$ cat config.mk
export PLATFORM = sky130hd
export DESIGN_NAME = mem_access_unit
export DESIGN_NICKNAME = d
export VERILOG_FILES = /design/src/rtl/mem_access_pkg.sv /design/src/rtl/mem_lane_align.sv /design/src/rtl/mem_access_unit.sv
export SDC_FILE = /design/constraint.sdc
export NUM_CORES = 1
export LEC_CHECK = 0
export BUFFER_PORTS_ARGS = -buffer_cell sky130_fd_sc_hd__clkbuf_2
export CELL_PAD_IN_SITES_DETAIL_PLACEMENT = 0
export CELL_PAD_IN_SITES_GLOBAL_PLACEMENT = 2
export CORE_UTILIZATION = 32
export CTS_CLUSTER_DIAMETER = 100
export DETAILED_ROUTE_END_ITERATION = 10
export GPL_ROUTABILITY_DRIVEN = 0
export GPL_TIMING_DRIVEN = 0
export PLACE_DENSITY_LB_ADDON = 0.1
export SYNTH_ARGS = -nofsm -noshare
export SYNTH_HDL_FRONTEND = slang
export SYNTH_SLANG_ARGS = --single-unit
$ cat constraint.sdc
create_clock -name clk -period 5 [get_ports clk]
set_input_delay 1 -clock clk [delete_from_list [all_inputs] [get_ports clk]]
set_output_delay 1 -clock clk [all_outputs]
set_load 0.05 [all_outputs]
$ cat src/rtl/mem_access_pkg.sv
// Shared types for the memory access unit: request op encoding, FSM states,
// and small decode helpers used by the top and the lane aligner.
package mem_access_pkg;

    typedef enum logic [2:0] {
        OP_LB  = 3'd0,
        OP_LBU = 3'd1,
        OP_LH  = 3'd2,
        OP_LHU = 3'd3,
        OP_LW  = 3'd4,
        OP_SB  = 3'd5,
        OP_SH  = 3'd6,
        OP_SW  = 3'd7
    } op_e;

    typedef enum logic [1:0] {
        ST_IDLE = 2'd0,
        ST_RD   = 2'd1,
        ST_WR   = 2'd2,
        ST_RESP = 2'd3
    } state_e;

    function automatic logic is_store(input op_e op);
        return (op == OP_SB) || (op == OP_SH) || (op == OP_SW);
    endfunction

    function automatic logic is_misaligned(input op_e op, input logic [1:0] lo);
        case (op)
            OP_LH, OP_LHU, OP_SH: return lo[0];
            OP_LW, OP_SW:         return lo != 2'b00;
            default:              return 1'b0;
        endcase
    endfunction

endpackage

$ cat src/rtl/mem_lane_align.sv
// Combinational byte-lane logic: load extract with sign/zero extension and
// read-modify-write merge of a byte or halfword into the fetched word.
module mem_lane_align
    import mem_access_pkg::*;
(
    input  op_e         op,
    input  logic [1:0]  addr_lo,
    input  logic [31:0] rdata,
    input  logic [15:0] wdata,
    output logic [31:0] load_data,
    output logic [31:0] store_word
);

    logic [7:0]  byte_sel;
    logic [15:0] half_sel;

    // Halfword lane ignores addr_lo[0], which aligns odd addresses down.
    assign byte_sel = rdata[{addr_lo, 3'b000} +: 8];
    assign half_sel = addr_lo[1] ? rdata[31:16] : rdata[15:0];

    always_comb begin
        // NOTE: every output gets a default first so no path infers a latch.
        load_data  = '0;
        store_word = rdata;
        case (op)
            OP_LB:   load_data = {{24{byte_sel[7]}}, byte_sel};
            OP_LBU:  load_data = {24'h0, byte_sel};
            OP_LH:   load_data = {{16{half_sel[15]}}, half_sel};
            OP_LHU:  load_data = {16'h0, half_sel};
            OP_LW:   load_data = rdata;
            OP_SB:   store_word[{addr_lo, 3'b000} +: 8] = wdata[7:0];
            OP_SH:   store_word[{addr_lo[1], 4'b0000} +: 16] = wdata;
            default: ;
        endcase
    end

endmodule

$ cat src/rtl/mem_access_unit.sv
// Load/store initiator for a combinational-read data_memory (IDLE/RD/WR/RESP).
// Optional MISALIGN_TRAP_EN: misaligned accesses respond with resp_err and no strobe.
module mem_access_unit
    import mem_access_pkg::*;
(
    input  logic        clk,
    input  logic        rst_n,
    input  logic        req_valid,
    output logic        req_ready,
    input  logic [2:0]  req_op,
    input  logic [31:0] req_addr,
    input  logic [31:0] req_wdata,
    output logic        resp_valid,
    input  logic        resp_ready,
    output logic [31:0] resp_rdata,
    output logic        resp_err,
    output logic [31:0] address,
    output logic [31:0] writeData,
    output logic        MemRead,
    output logic        MemWrite,
    input  logic [31:0] readData
);

    state_e      state, state_next;
    op_e         op_q;
    op_e         req_op_e;
    logic [31:0] addr_q;
    logic [15:0] wdata_q;
    logic [31:0] word_q;
    logic [31:0] result_q;
    logic [31:0] load_data;
    logic [31:0] store_word;
    logic        accept;
    logic        trap;

    assign req_op_e = op_e'(req_op);
    assign accept   = (state == ST_IDLE) && req_valid;

`ifdef MISALIGN_TRAP_EN
    logic err_q;

    assign trap     = is_misaligned(req_op_e, req_addr[1:0]);
    assign resp_err = err_q;

    always_ff @(posedge clk or negedge rst_n) begin
        if (!rst_n)
            err_q <= 1'b0;
        else if (accept)
            err_q <= trap;
    end
`else
    assign trap     = 1'b0;
    assign resp_err = 1'b0;
`endif

    // NOTE: sequential state uses non-blocking assignments only.
    always_ff @(posedge clk or negedge rst_n) begin
        if (!rst_n)
            state <= ST_IDLE;
        else
            state <= state_next;
    end

    always_comb begin
        state_next = state;
        case (state)
            ST_IDLE: begin
                if (req_valid) begin
                    if (trap)
                        state_next = ST_RESP;
                    else if (req_op_e == OP_SW)
                        state_next = ST_WR;
                    else
                        state_next = ST_RD;
                end
            end
            ST_RD:   state_next = is_store(op_q) ? ST_WR : ST_RESP;
            ST_WR:   state_next = ST_RESP;
            ST_RESP: if (resp_ready) state_next = ST_IDLE;
            default: state_next = ST_IDLE;
        endcase
    end

    // word_q holds the store word: full data for SW, the merged word for SB/SH.
    always_ff @(posedge clk or negedge rst_n) begin
        if (!rst_n) begin
            op_q     <= OP_LB;
            addr_q   <= '0;
            wdata_q  <= '0;
            word_q   <= '0;
            result_q <= '0;
        end else if (accept) begin
            op_q     <= req_op_e;
            addr_q   <= req_addr;
            wdata_q  <= req_wdata[15:0];
            word_q   <= req_wdata;
            result_q <= '0;
        end else if (state == ST_RD) begin
            if (is_store(op_q))
                word_q <= store_word;
            else
                result_q <= load_data;
        end
    end

    mem_lane_align u_align (
        .op         (op_q),
        .addr_lo    (addr_q[1:0]),
        .rdata      (readData),
        .wdata      (wdata_q),
        .load_data  (load_data),
        .store_word (store_word)
    );

    // Strobes decode straight from state so an async reset drops them at once.
    assign req_ready  = (state == ST_IDLE);
    assign resp_valid = (state == ST_RESP);
    assign resp_rdata = result_q;
    assign MemRead    = (state == ST_RD);
    assign MemWrite   = (state == ST_WR);
    assign address    = (MemRead || MemWrite) ? {addr_q[31:2], 2'b00} : '0;
    assign writeData  = MemWrite ? word_q : '0;

endmodule

* Word level (Yosys, flattened, before mapping)
Cells that the tools add are included.
Widths: inputs -> output; s select.
** Storage, ports and cells
- Flip-flop bits (word level) :: 117
- Input port bits :: 103
- Output and inout bits :: 101
- Word-level logic and storage cells :: 56
** Cells by class
- $add $sub $neg :: 2
- Eq/ne operators :: 14
- Shift-type cells :: 5
- Muxes and demuxes :: 18
- Reductions and logical operators :: 11
** Operator list (count)
- $mux 32 :: 8
- $pmux 32 s5 :: 1
- $bwmux 32 :: 2
- $pmux 32 s2 :: 1
- $shift 16x7->32 const A :: 1
- $shift 8x7->32 const A :: 1
- $shiftx 16x7->32 :: 1
- $shiftx 32x6->8 :: 1
- $shiftx 8x7->32 :: 1
- $mux 16 :: 1
- $eq 3x3->1 const B :: 5
- $neg 5->7 :: 2
- $pmux 2 s4 :: 1
- $eq 3x2->1 const B :: 2
- $mux 2 :: 3
- $reduce_and 2->1 :: 3
- $eq 2x2->1 const B :: 2
- $ne 2x2->1 const B :: 2
- $reduce_bool 2->1 :: 2
- $eq 3x1->1 const B :: 1
- $logic_not 3->1 :: 1
- $logic_or 1x1->1 :: 3
- $eq 2x1->1 const B :: 1
- $logic_not 2->1 :: 1
- 3 further kinds :: 3

* Depth between registers and ports, before layout
- Depth in word-level cells :: 7
- Depth in mapped cells :: 7

* Hierarchy
A second synthesis with hierarchy kept.
** Unflattened totals
- Cell total of the unflattened synthesis :: 742
- Area total of the unflattened synthesis :: 7091.8 µm²
** By module, submodules not included
- mem_access_unit :: times used 1, cells each 490, area an instance 5280.1 µm²
- mem_lane_align :: times used 1, cells each 252, area an instance 1811.7 µm²

* Least setup slack after synthesis
OpenSTA, ideal clock, no wires.
- Kind :: reg2out
- From :: register state[0]
- To :: output port writeData[10]
- Data arrival time :: 1703 ps
- Path slack :: 2297 ps
- Stages on the path, launching flop included :: 5
- Buffers on the path :: 1
- Cells stage by stage :: dfrtp_1 inv_1 ha_1 clkbuf_1 and2_1
** On the way
- Cells in the longest elaborated chain, start to end :: 2
** Ends and longest elaborated chain
- from (decl) :: line mem_access_unit.sv:24 : state_e state, state_next;
- from (signal assigned) :: line mem_access_unit.sv:61 : state <= state_next;
- $eq 2x2->1 :: line mem_access_unit.sv:120 : assign MemWrite = (state == ST_WR);
- via MemWrite :: line mem_access_unit.sv:20 : output logic MemWrite,
- $mux 32 :: line mem_access_unit.sv:122 : assign writeData = MemWrite ? word_q : '0;
- to (decl) :: line mem_access_unit.sv:18 : output logic [31:0] writeData,
The timed path passes the listed nets, and every way through them passes these cells.

* Worst setup path in the final report
- From :: register state[0]
- To :: output port writeData[8]
** On the way
- Cells in the longest elaborated chain, start to end :: 2
** Ends and longest elaborated chain (line)
- $eq 2x2->1 :: mem_access_unit.sv:120
- $mux 32 :: mem_access_unit.sv:122
No other way between the ends.

==> out/metrics.cfg <==
[global_routing]
grt_use_met2 = 0.382
antenna_found_initial = 0
grt-ovfl-total = 0
grt_max_degree = 84
grt_pass1_wl_um = 34900
use_met1 = 0.309
grt_pass1_vias = 5929
grt_usage = 0.237
top_usage_layer = met2
grt_use_met3 = 0.0588

[drt]
routed-via-count = 6009
ant_nets = 0
post_drt_wl_per_cell_um = 19.2
wl_um = 22800
via_per_inst = 5.05
drtIter0Drc = 419
drc = 0
drtPass1Iterations = 5

[pwr]
vdd_drop_max_mv = 0.358
pwr-share-seq = 0.251
p_per_area_mw_per_mm2 = 840
cellLeakagePower_nw = 4.03
p_total_mw = 6.83
intPower_mw = 3.26
p_comb_frac = 0.568
p_sw_mw = 3.57
netSwitchingFraction = 0.523
pwr-share-clk = 0.181

[logic_synthesis]
yosys.area.top_type = dfrtp_1
avgSynthCellArea_um2 = 8.84
async_reset_ff_frac = 1.00
syn_inst = 698
synth_most_common_cell = nand2_1
synth-edff-count = 0
synth_area_leaders = dfrtp_1 47%, nand2_1 13%, and2_1 6.6%
synth_flop_cell = dfrtp_1
synth_area_mm2 = 0.00617
ys_seq_area_frac = 0.474
synth_warnings = 0
yosysTopAreaCellShare = 0.474
netlist_top_cells_count = 213 x nand2_1, 117 x dfrtp_1, 65 x and2_1, 43 x o21ai_0, 32 x a21oi_1
synth_cell_types = 49
synth_seq_cells = 117

[cts]
tritoncts = built
postCtsSetupRepairBufs = 0
cts_root_buffer = clkbuf_16
ctsLongestPathBuffers = 2
clkSlewWorstSetupHoldPaths_ps = 50
postCtsHoldBufs = 0
cts_max_level = 4
cts_sinks = 117
insertion_delay_ps = 420
cts_resized = 0
cts_buffers = 17

[setup_path]
criticalPathCategory = flip-flop to primary output
cp.required_ps = 4000
critPathLaunchType = flip-flop
crit_arrival_ps = 2340
worst_setup_path_end_kind = primary output
path_max_fanout = 10

[sta]
final-setup-viol-count = 0
post-route-period-util = 0.667
slew_headroom = 0.410
fmax_ghz = 0.300
post-route-min-period_ps = 3340
worst_pin_slew_ps = 878
hold_ws_ps = 467
clock_skew_ps = 7.59
fin_setup_tns_ps = 0
slew_viol_final = 0
grt_setup_unrepaired = no
finalHoldViolations = 0

[cells_and_area]
nFillCells = 1914
final_util = 0.432
nets = 1032
antenna_cells = 0
area_growth_pct = 31.8
drive_gt1_frac = 0.293

[flow_run]
drv_cap = 0

[floorplan]
dieArea_mm2 = 0.0199
core-area_mm2 = 0.0188
die_x_um = 141
io_pins = 204
dieHeight_um = 141
initial_utilization = 0.328
std_cell_rows = 50

[placement]
port_buffers = 200
dpl.hpwl_um = 17400

[outcome]
outcome = completed

[worst_hold_path]
hold_class = flip-flop to flip-flop

==> layout by cell type (no fill, tap or decap), types with 3 or more instances in the layout <==
cell type,netlist,layout
clkbuf_1,29,29
clkbuf_2,0,199
mux2i_1,8,8
a31oi_1,16,16
a221oi_1,16,16
nor2_1,16,16
buf_2,9,9
o22ai_1,25,25
clkbuf_16,0,17
a21oi_1,32,32
inv_1,7,7
clkbuf_8,0,6
a32oi_1,4,4
and4b_1,3,3
dfrtp_1,117,117
ha_1,9,9
o21ai_0,43,43
conb_1,1,3
buf_4,9,9
and2_1,65,65
nand2_1,213,213
o21a_1,7,7
buf_1,5,5
nor3b_1,4,4
nand3_1,8,8
clkinv_2,0,3
a41oi_1,8,8
nor3_1,3,3
nor4bb_1,3,3
a221oi_2,9,9
and3b_1,3,3
==> worst max-delay path: stages, from the launching register on <==
cell,delay (ps)
dfrtp_1,410
inv_1,90
ha_1,350
clkbuf_1,510
and2_1,260
clkbuf_2,300
==> power groups by stage <==
stage	combinational [mW]	clock (mW)	sequential, mW
floorplan	2.47	0	2.06
global route	4.18	1.30	1.77
detailed placement	3.89	0	1.72
CTS	3.90	1.26	1.71
finish	3.88	1.24	1.71
global placement	3.85	0	1.70
==> kinds of logic (layout without fill, tap and decap cells) <==
kind of cell / after synthesis / count (layout) / synth area share
buffers and inverters: 62 / 293 / 0.0474
AND/OR/NAND/NOR: 324 / 324 / 0.240
multiplexers: 10 / 10 / 0.0191
AO/OA/AOI/OAI: 175 / 175 / 0.201
other: 1 / 3 / 0.000607
adder cells (fa/ha/maj): 9 / 9 / 0.0182
flip-flops: 117 / 117 / 0.474
==> per-layer routing <==
layer,part of all wire,up-vias
met5,0,-
met4,0.021,0
met3,0.075,28
met2,0.47,255
met1,0.44,2865
li1,-,2861
==> final timing paths <==
kind	startpoint	endpoint	slack (ps)	cells after the start
setup / recovery	state[0]	writeData[8]	1660	5
hold / removal	addr_q[13]	addr_q[13]	470	2
setup reg to reg	state[0]	word_q[10]	2440	7
hold reg to reg	addr_q[13]	addr_q[13]	470	2
max in group asynchronous	rst_n	word_q[20]	3770	2
min in group asynchronous	rst_n	word_q[27]	490	1
==> area by class of cell <==
type                       count  area, µm²  share of cell area
multi-input combinational    521       2960               0.364
buffer                        54        263              0.0323
inverter                       8       30.0             0.00369
timing repair buffer         201       1040               0.127
clock buffer                  22        494              0.0607
clock inverter                 8       98.8              0.0121
sequential                   117       2930               0.360
tap                          260        325              0.0400
==> stage by stage <==
step,instance area (µm²),std cells,setup slack (ps)
2_1_floorplan,6180,700,2300
3_3_place_gp,7510,1160,1040
3_5_place_dp,7540,1161,2060
4_1_cts,8140,1191,1610
5_1_grt,8140,1191,1520
6_report,8140,1191,1660
==> state kept, by name, summed over array words and instances (netlist names) <==
signal	count
word_q	32
op_q	3
addr_q	32
resp_rdata	32
wdata_q	16
state	2
No activity file was read; power rests on OpenSTA's default activity.
